### src/rtl/spi_master_rw.sv
// SPI master (mode 0) for register access: one FRAME_W-bit frame per accepted command, read tail captured MSB-first.
// Latency: accept to csb rise CLK_DIV*(2*FRAME_W+1) clk, ready again CS_GAP later; commands offered while busy are dropped.
module spi_master_rw #(
    parameter int FRAME_W    = 24,
    parameter int RD_W       = 8,
    parameter int CLK_DIV    = 2,
    parameter int CS_GAP     = 4,
    parameter int THREE_WIRE = 1
) (
    input  logic               clk,
    input  logic               rst_n,
    input  logic [FRAME_W-1:0] cmd_data,
    input  logic               cmd_valid,
    output logic               cmd_ready,
    output logic               busy,
    output logic               done,
    output logic [RD_W-1:0]    rd_data,
    output logic               rd_valid,
    output logic               sclk,
    output logic               csb,
    output logic               sdio_o,
    output logic               sdio_oe,
    input  logic               sdi
);
    localparam int BW = $clog2(FRAME_W);
    localparam int DW = (CLK_DIV > 1) ? $clog2(CLK_DIV) : 1;
    localparam int GW = (CS_GAP > 1) ? $clog2(CS_GAP) : 1;
    localparam logic [BW-1:0] BIT_LAST = BW'(FRAME_W - 1);
    localparam logic [BW-1:0] RD_LIM   = BW'(RD_W);
    localparam logic [DW-1:0] DIV_LAST = DW'(CLK_DIV - 1);
    localparam logic [GW-1:0] GAP_LAST = GW'(CS_GAP - 1);

    typedef enum logic [2:0] {IDLE, SETUP, SHIFT_H, SHIFT_L, HOLD, GAP} state_t;

    state_t             state, state_nx;
    logic [DW-1:0]      div_cnt, div_nx;
    logic [BW-1:0]      bit_cnt, bit_nx;
    logic [GW-1:0]      gap_cnt, gap_nx;
    logic [FRAME_W-1:0] tx_sh, tx_nx;
    logic [RD_W-1:0]    rx_sh, rx_nx, rx_shl;
    logic               is_rd, rd_nx;
    logic               sclk_nx, csb_nx, sdo_nx, oe_nx;
    logic               ready_nx, busy_nx, done_nx, rv_nx;
    logic [RD_W-1:0]    rdat_nx;
    logic               div_end;
    logic [BW-1:0]      bit_dec;

    always_ff @(posedge clk or negedge rst_n) begin
        if (!rst_n) begin
            state     <= IDLE;
            div_cnt   <= '0;
            bit_cnt   <= '0;
            gap_cnt   <= '0;
            tx_sh     <= '0;
            rx_sh     <= '0;
            is_rd     <= 1'b0;
            sclk      <= 1'b0;
            csb       <= 1'b1;
            sdio_o    <= 1'b0;
            sdio_oe   <= 1'b0;
            cmd_ready <= 1'b1;
            busy      <= 1'b0;
            done      <= 1'b0;
            rd_valid  <= 1'b0;
            rd_data   <= '0;
        end else begin
            state     <= state_nx;
            div_cnt   <= div_nx;
            bit_cnt   <= bit_nx;
            gap_cnt   <= gap_nx;
            tx_sh     <= tx_nx;
            rx_sh     <= rx_nx;
            is_rd     <= rd_nx;
            sclk      <= sclk_nx;
            csb       <= csb_nx;
            sdio_o    <= sdo_nx;
            sdio_oe   <= oe_nx;
            cmd_ready <= ready_nx;
            busy      <= busy_nx;
            done      <= done_nx;
            rd_valid  <= rv_nx;
            rd_data   <= rdat_nx;
        end
    end

    always_comb begin
        state_nx = state;
        div_nx   = div_cnt;
        bit_nx   = bit_cnt;
        gap_nx   = gap_cnt;
        tx_nx    = tx_sh;
        rx_nx    = rx_sh;
        rd_nx    = is_rd;
        sclk_nx  = sclk;
        csb_nx   = csb;
        sdo_nx   = sdio_o;
        oe_nx    = sdio_oe;
        ready_nx = cmd_ready;
        busy_nx  = busy;
        done_nx  = 1'b0;
        rv_nx    = 1'b0;
        rdat_nx  = rd_data;
        div_end  = (div_cnt == DIV_LAST);
        bit_dec  = bit_cnt - 1'b1;
        rx_shl    = rx_sh << 1;
        rx_shl[0] = sdi;

        if (state == SETUP || state == SHIFT_H || state == SHIFT_L || state == HOLD)
            div_nx = div_end ? '0 : div_cnt + 1'b1;

        case (state)
            IDLE: begin
                if (cmd_valid && cmd_ready) begin
                    state_nx = SETUP;
                    tx_nx    = cmd_data;
                    rd_nx    = cmd_data[FRAME_W-1];
                    rx_nx    = '0;
                    bit_nx   = BIT_LAST;
                    div_nx   = '0;
                    csb_nx   = 1'b0;
                    sdo_nx   = cmd_data[FRAME_W-1];
                    oe_nx    = 1'b1;
                    ready_nx = 1'b0;
                    busy_nx  = 1'b1;
                end
            end
            SETUP: begin
                if (div_end) begin
                    sclk_nx  = 1'b1;
                    state_nx = SHIFT_H;
                end
            end
            SHIFT_H: begin
                if (div_end) begin
                    if (is_rd && bit_cnt < RD_LIM)
                        rx_nx = rx_shl;
                    sclk_nx = 1'b0;
                    if (bit_cnt != '0) begin
                        bit_nx   = bit_dec;
                        state_nx = SHIFT_L;
                        // Read tail: stop driving data; in 3-wire mode release the shared pad to the device.
                        if (is_rd && bit_dec < RD_LIM) begin
                            sdo_nx = 1'b0;
                            if (THREE_WIRE != 0)
                                oe_nx = 1'b0;
                        end else begin
                            sdo_nx = tx_sh[bit_dec];
                        end
                    end else begin
                        state_nx = HOLD;
                    end
                end
            end
            SHIFT_L: begin
                if (div_end) begin
                    sclk_nx  = 1'b1;
                    state_nx = SHIFT_H;
                end
            end
            HOLD: begin
                if (div_end) begin
                    csb_nx   = 1'b1;
                    oe_nx    = 1'b0;
                    sdo_nx   = 1'b0;
                    done_nx  = 1'b1;
                    gap_nx   = '0;
                    state_nx = GAP;
                    if (is_rd) begin
                        rv_nx   = 1'b1;
                        rdat_nx = rx_sh;
                    end
                end
            end
            GAP: begin
                if (gap_cnt == GAP_LAST) begin
                    gap_nx   = '0;
                    ready_nx = 1'b1;
                    busy_nx  = 1'b0;
                    state_nx = IDLE;
                end else begin
                    gap_nx = gap_cnt + 1'b1;
                end
            end
            default: state_nx = IDLE;
        endcase
    end
endmodule

### config.mk
export PLATFORM = sky130hd
export DESIGN_NAME = spi_master_rw
export DESIGN_NICKNAME = d
export VERILOG_FILES = /design/src/rtl/spi_master_rw.sv
export SDC_FILE = /design/constraint.sdc
export NUM_CORES = 1
export LEC_CHECK = 0
export ABC_AREA = 1
export CAP_MARGIN = 10
export CORE_MARGIN = 2
export CORE_UTILIZATION = 48
export DETAILED_ROUTE_END_ITERATION = 7
export GPL_ROUTABILITY_DRIVEN = 0
export HOLD_SLACK_MARGIN = 0.15
export PLACE_DENSITY_LB_ADDON = 0.3
export REMOVE_ABC_BUFFERS = 1
export SYNTH_ARGS = -nofsm -noshare
export SYNTH_HDL_FRONTEND = slang
export SYNTH_SLANG_ARGS = --single-unit
### constraint.sdc
create_clock -name clk -period 1.95 [get_ports clk]
set_input_delay 0.195 -clock clk [delete_from_list [all_inputs] [get_ports clk]]
set_output_delay 0.195 -clock clk [all_outputs]
set_load 0.005 [all_outputs]
==> results.cfg <==
[timing]
setup_viol_count_final = 0
rsz0062_at_grt = false
slew_headroom_pct = 57.2
hold_viol_final = 0
fin_crit_sh_pct = 84.3
worst_pin_slew_ns = 0.641
whs_ns = 0.372
slew_violations = 0
finClkSkew_ns = 0.00530
fmax_mhz = 608
period_needed_ns = 1.64

[clock_network]
clk_pin_slew_ns = 0.06
cts_resized = 0
cts_tree = done
cts_sinks = 59
cts_buffers = 9
postCtsSetupRepairBufs = 0
htree_num_levels = 3
clk_path_buf_depth = 2
cts_hold_buffers = 1
clockRootBuffer = clkbuf_8
clock_latency_ns = 0.33

[yosys]
synth_compound_area_share_pct = 9.57
synth_area_leader_cell = dfrtp_1
synth_async_sr_flop_share_pct = 100
synth_top_flop_cell = dfrtp_1
synth_mux_area_share_pct = 0
yosysWarnings = 0
synth_top_family_by_area = simple AND/OR/NAND/NOR gates
netlist.area_leader.share_pct = 52.2
yosysUniqueCellTypes = 30
synth_xor_area_share_pct = 0.641
ys_seq_elements = 59
synth_area_sq_mm = 0.00273
syn_area_per_cell_sq_um = 8.38
synthAdderAreaFrac_pct = 0.916
yosys.area_share.simple_pct = 28.3
ys_seq_area_share_pct = 54.1
synth_edf_count = 0
synth_cells = 326
synth_area_leaders = dfrtp_1 52%, nand2_1 17%, nand3_1 4.9%

[power]
powerDensity_mw_per_mm2 = 1380
max-vdd-ir-drop_v = 0.000648
total_power_mw = 4.74
power.leakage_nw = 1.64

[worst_hold_path]
hp-class = input pin to asynchronous set/reset pin

[cells_and_area]
postLayoutCoreUtil_pct = 62.6
antennaDiodeCount = 0
multiInputGateArea_sq_mm = 0.00108
area_growth_syn_to_layout_pct = 26.1
register_area_sq_mm = 0.00148
n_fill_cell = 497
postLayoutCellArea_sq_mm = 0.00345
final_layout_size_suffix_gt1_share_pct = 13.8
nets = 408

[critical_path]
endpoint_kind = register
start_kind = register
critPathRequiredTime_ns = 2.21
path_class = register to register
crit_fanout = 4
cp.arrival_ns = 1.90

[routing]
drt_iter0_drc = 154
wl_per_cell_um = 11.9
drtAntennaViolNets = 0
drt_pre_antenna_iters = 5
vias_per_cell = 4.90
wirelength_um = 5410
route.detailed.drc = 0
routed-via-count = 2229

[flow_run]
maxCapViolations = 0

[global_route]
grt_max_degree = 39
first_global_vias = 2207
grt-ovfl-total = 0
grt_pass1_wl_um = 9410
track_usage_pct = 19.5
antenna_found_initial = 0

[floorplan]
die-area_sq_mm = 0.00631
die_w_um = 79.5
rows = 27
initial_core_util_pct = 49.6
core-area_sq_mm = 0.00551
io_pins = 44
chipHeight_um = 79.5

[placed_design]
dp_hpwl_um = 3980
place_area_sq_mm = 0.00326
placement.io_buffers = 43

[run_status]
status = finished, final reports clean
-- cell usage after synthesis, types with 5 or more instances --
cell and number:
nand2_2 6, nor2_1 10, o21ai_0 16, inv_2 7, nand2_1 123, clkbuf_1 5
a21oi_1 6, dfrtp_1 57, inv_1 27, o22ai_1 7, nand3_1 27, o21ai_2 8
-- cells in the final DEF, fill, tap and decap left out, types with 4 or more instances in the layout --
| cell | n |
|---|---|
| inv_1 | 27 |
| buf_4 | 5 |
| nand3_1 | 27 |
| nor2_2 | 4 |
| nand2_1 | 123 |
| dfrtp_1 | 57 |
| o22ai_1 | 7 |
| a21oi_1 | 6 |
| inv_2 | 7 |
| o21ai_0 | 16 |
| o21ai_2 | 8 |
| clkbuf_8 | 11 |
| nor2_1 | 9 |
| nand2_2 | 6 |
| clkdlybuf4s50_1 | 42 |
-- metrics by stage --
step	setup slack [ns]	TNS (ns)	std cells
2_1_floorplan	-0.465	-10.49	317
3_3_place_gp	0.321	0	438
3_5_place_dp	0.293	0	438
4_1_cts	0.311	0	455
5_1_grt	0.163	0	455
6_report	0.306	0	455
-- cell families after synthesis --
group / after synthesis
compound gates: 42
xor+xnor: 2
fa+ha+maj: 2
buf+inv: 44
flops: 59
simple gates: 177
-- layer usage --
layer | vias up | global-route usage, % | wire length [um]
met5 | - | 0 | 0
met4 | 0 | 11.4 | 122
met3 | 8 | 4.07 | 218
met2 | 52 | 31.8 | 2630
met1 | 1029 | 23.7 | 2440
li1 | 1140 | - | -
-- final cells by class --
type / instances / area share (%)
inverter: 35 / 3.81
clock buffer: 14 / 4.72
tap: 72 / 2.61
sequential: 59 / 42.9
timing repair buffer: 50 / 14.3
multi-input combinational: 223 / 31.3
clock inverter: 2 / 0.290
-- registers in the layout, summed over array words and instances (netlist names), 2 cells and up --
register  flops
tx_sh        23
gap_cnt       2
bit_cnt       5
rd_data       8
state         3
rx_sh         8
-- power by group --
| part | internal [mW] | leakage, nW | switching, mW | total, mW |
|---|---|---|---|---|
| Sequential | 1.67 | 0.741 | 0.230 | 1.90 |
| Combinational | 0.727 | 0.807 | 1.13 | 1.86 |
| Clock | 0.528 | 0.0905 | 0.451 | 0.979 |
-- worst max-delay path, stage by stage, from the launching register on --
cell     delay [ns]
dfrtp_1        0.38
inv_1          0.09
ha_1           0.25
nand3_1        0.19
nand2_2        0.13
inv_1          0.06
o21ai_0        0.25
nor2_1         0.07
a21oi_1        0.14
-- final timing paths --
check,end,cells past startpoint,slack [ns],start
max in group asynchronous,csb$_DFFE_PN1P_,3,0.94,rst_n
min reg2reg,sdio_oe$_DFFE_PN0P_,2,0.48,sdio_oe$_DFFE_PN0P_
min in group clk,tx_sh[8]$_DFFE_PN0P_,3,0.40,cmd_data[8]
min,rx_sh[5]$_DFFE_PN0P_,2,0.37,rst_n
max,sdio_o$_DFFE_PN0P_,8,0.31,bit_cnt[1]$_DFFE_PN0P_
max reg2reg,sdio_o$_DFFE_PN0P_,8,0.31,bit_cnt[1]$_DFFE_PN0P_
(Power assumes the default switching activity.)
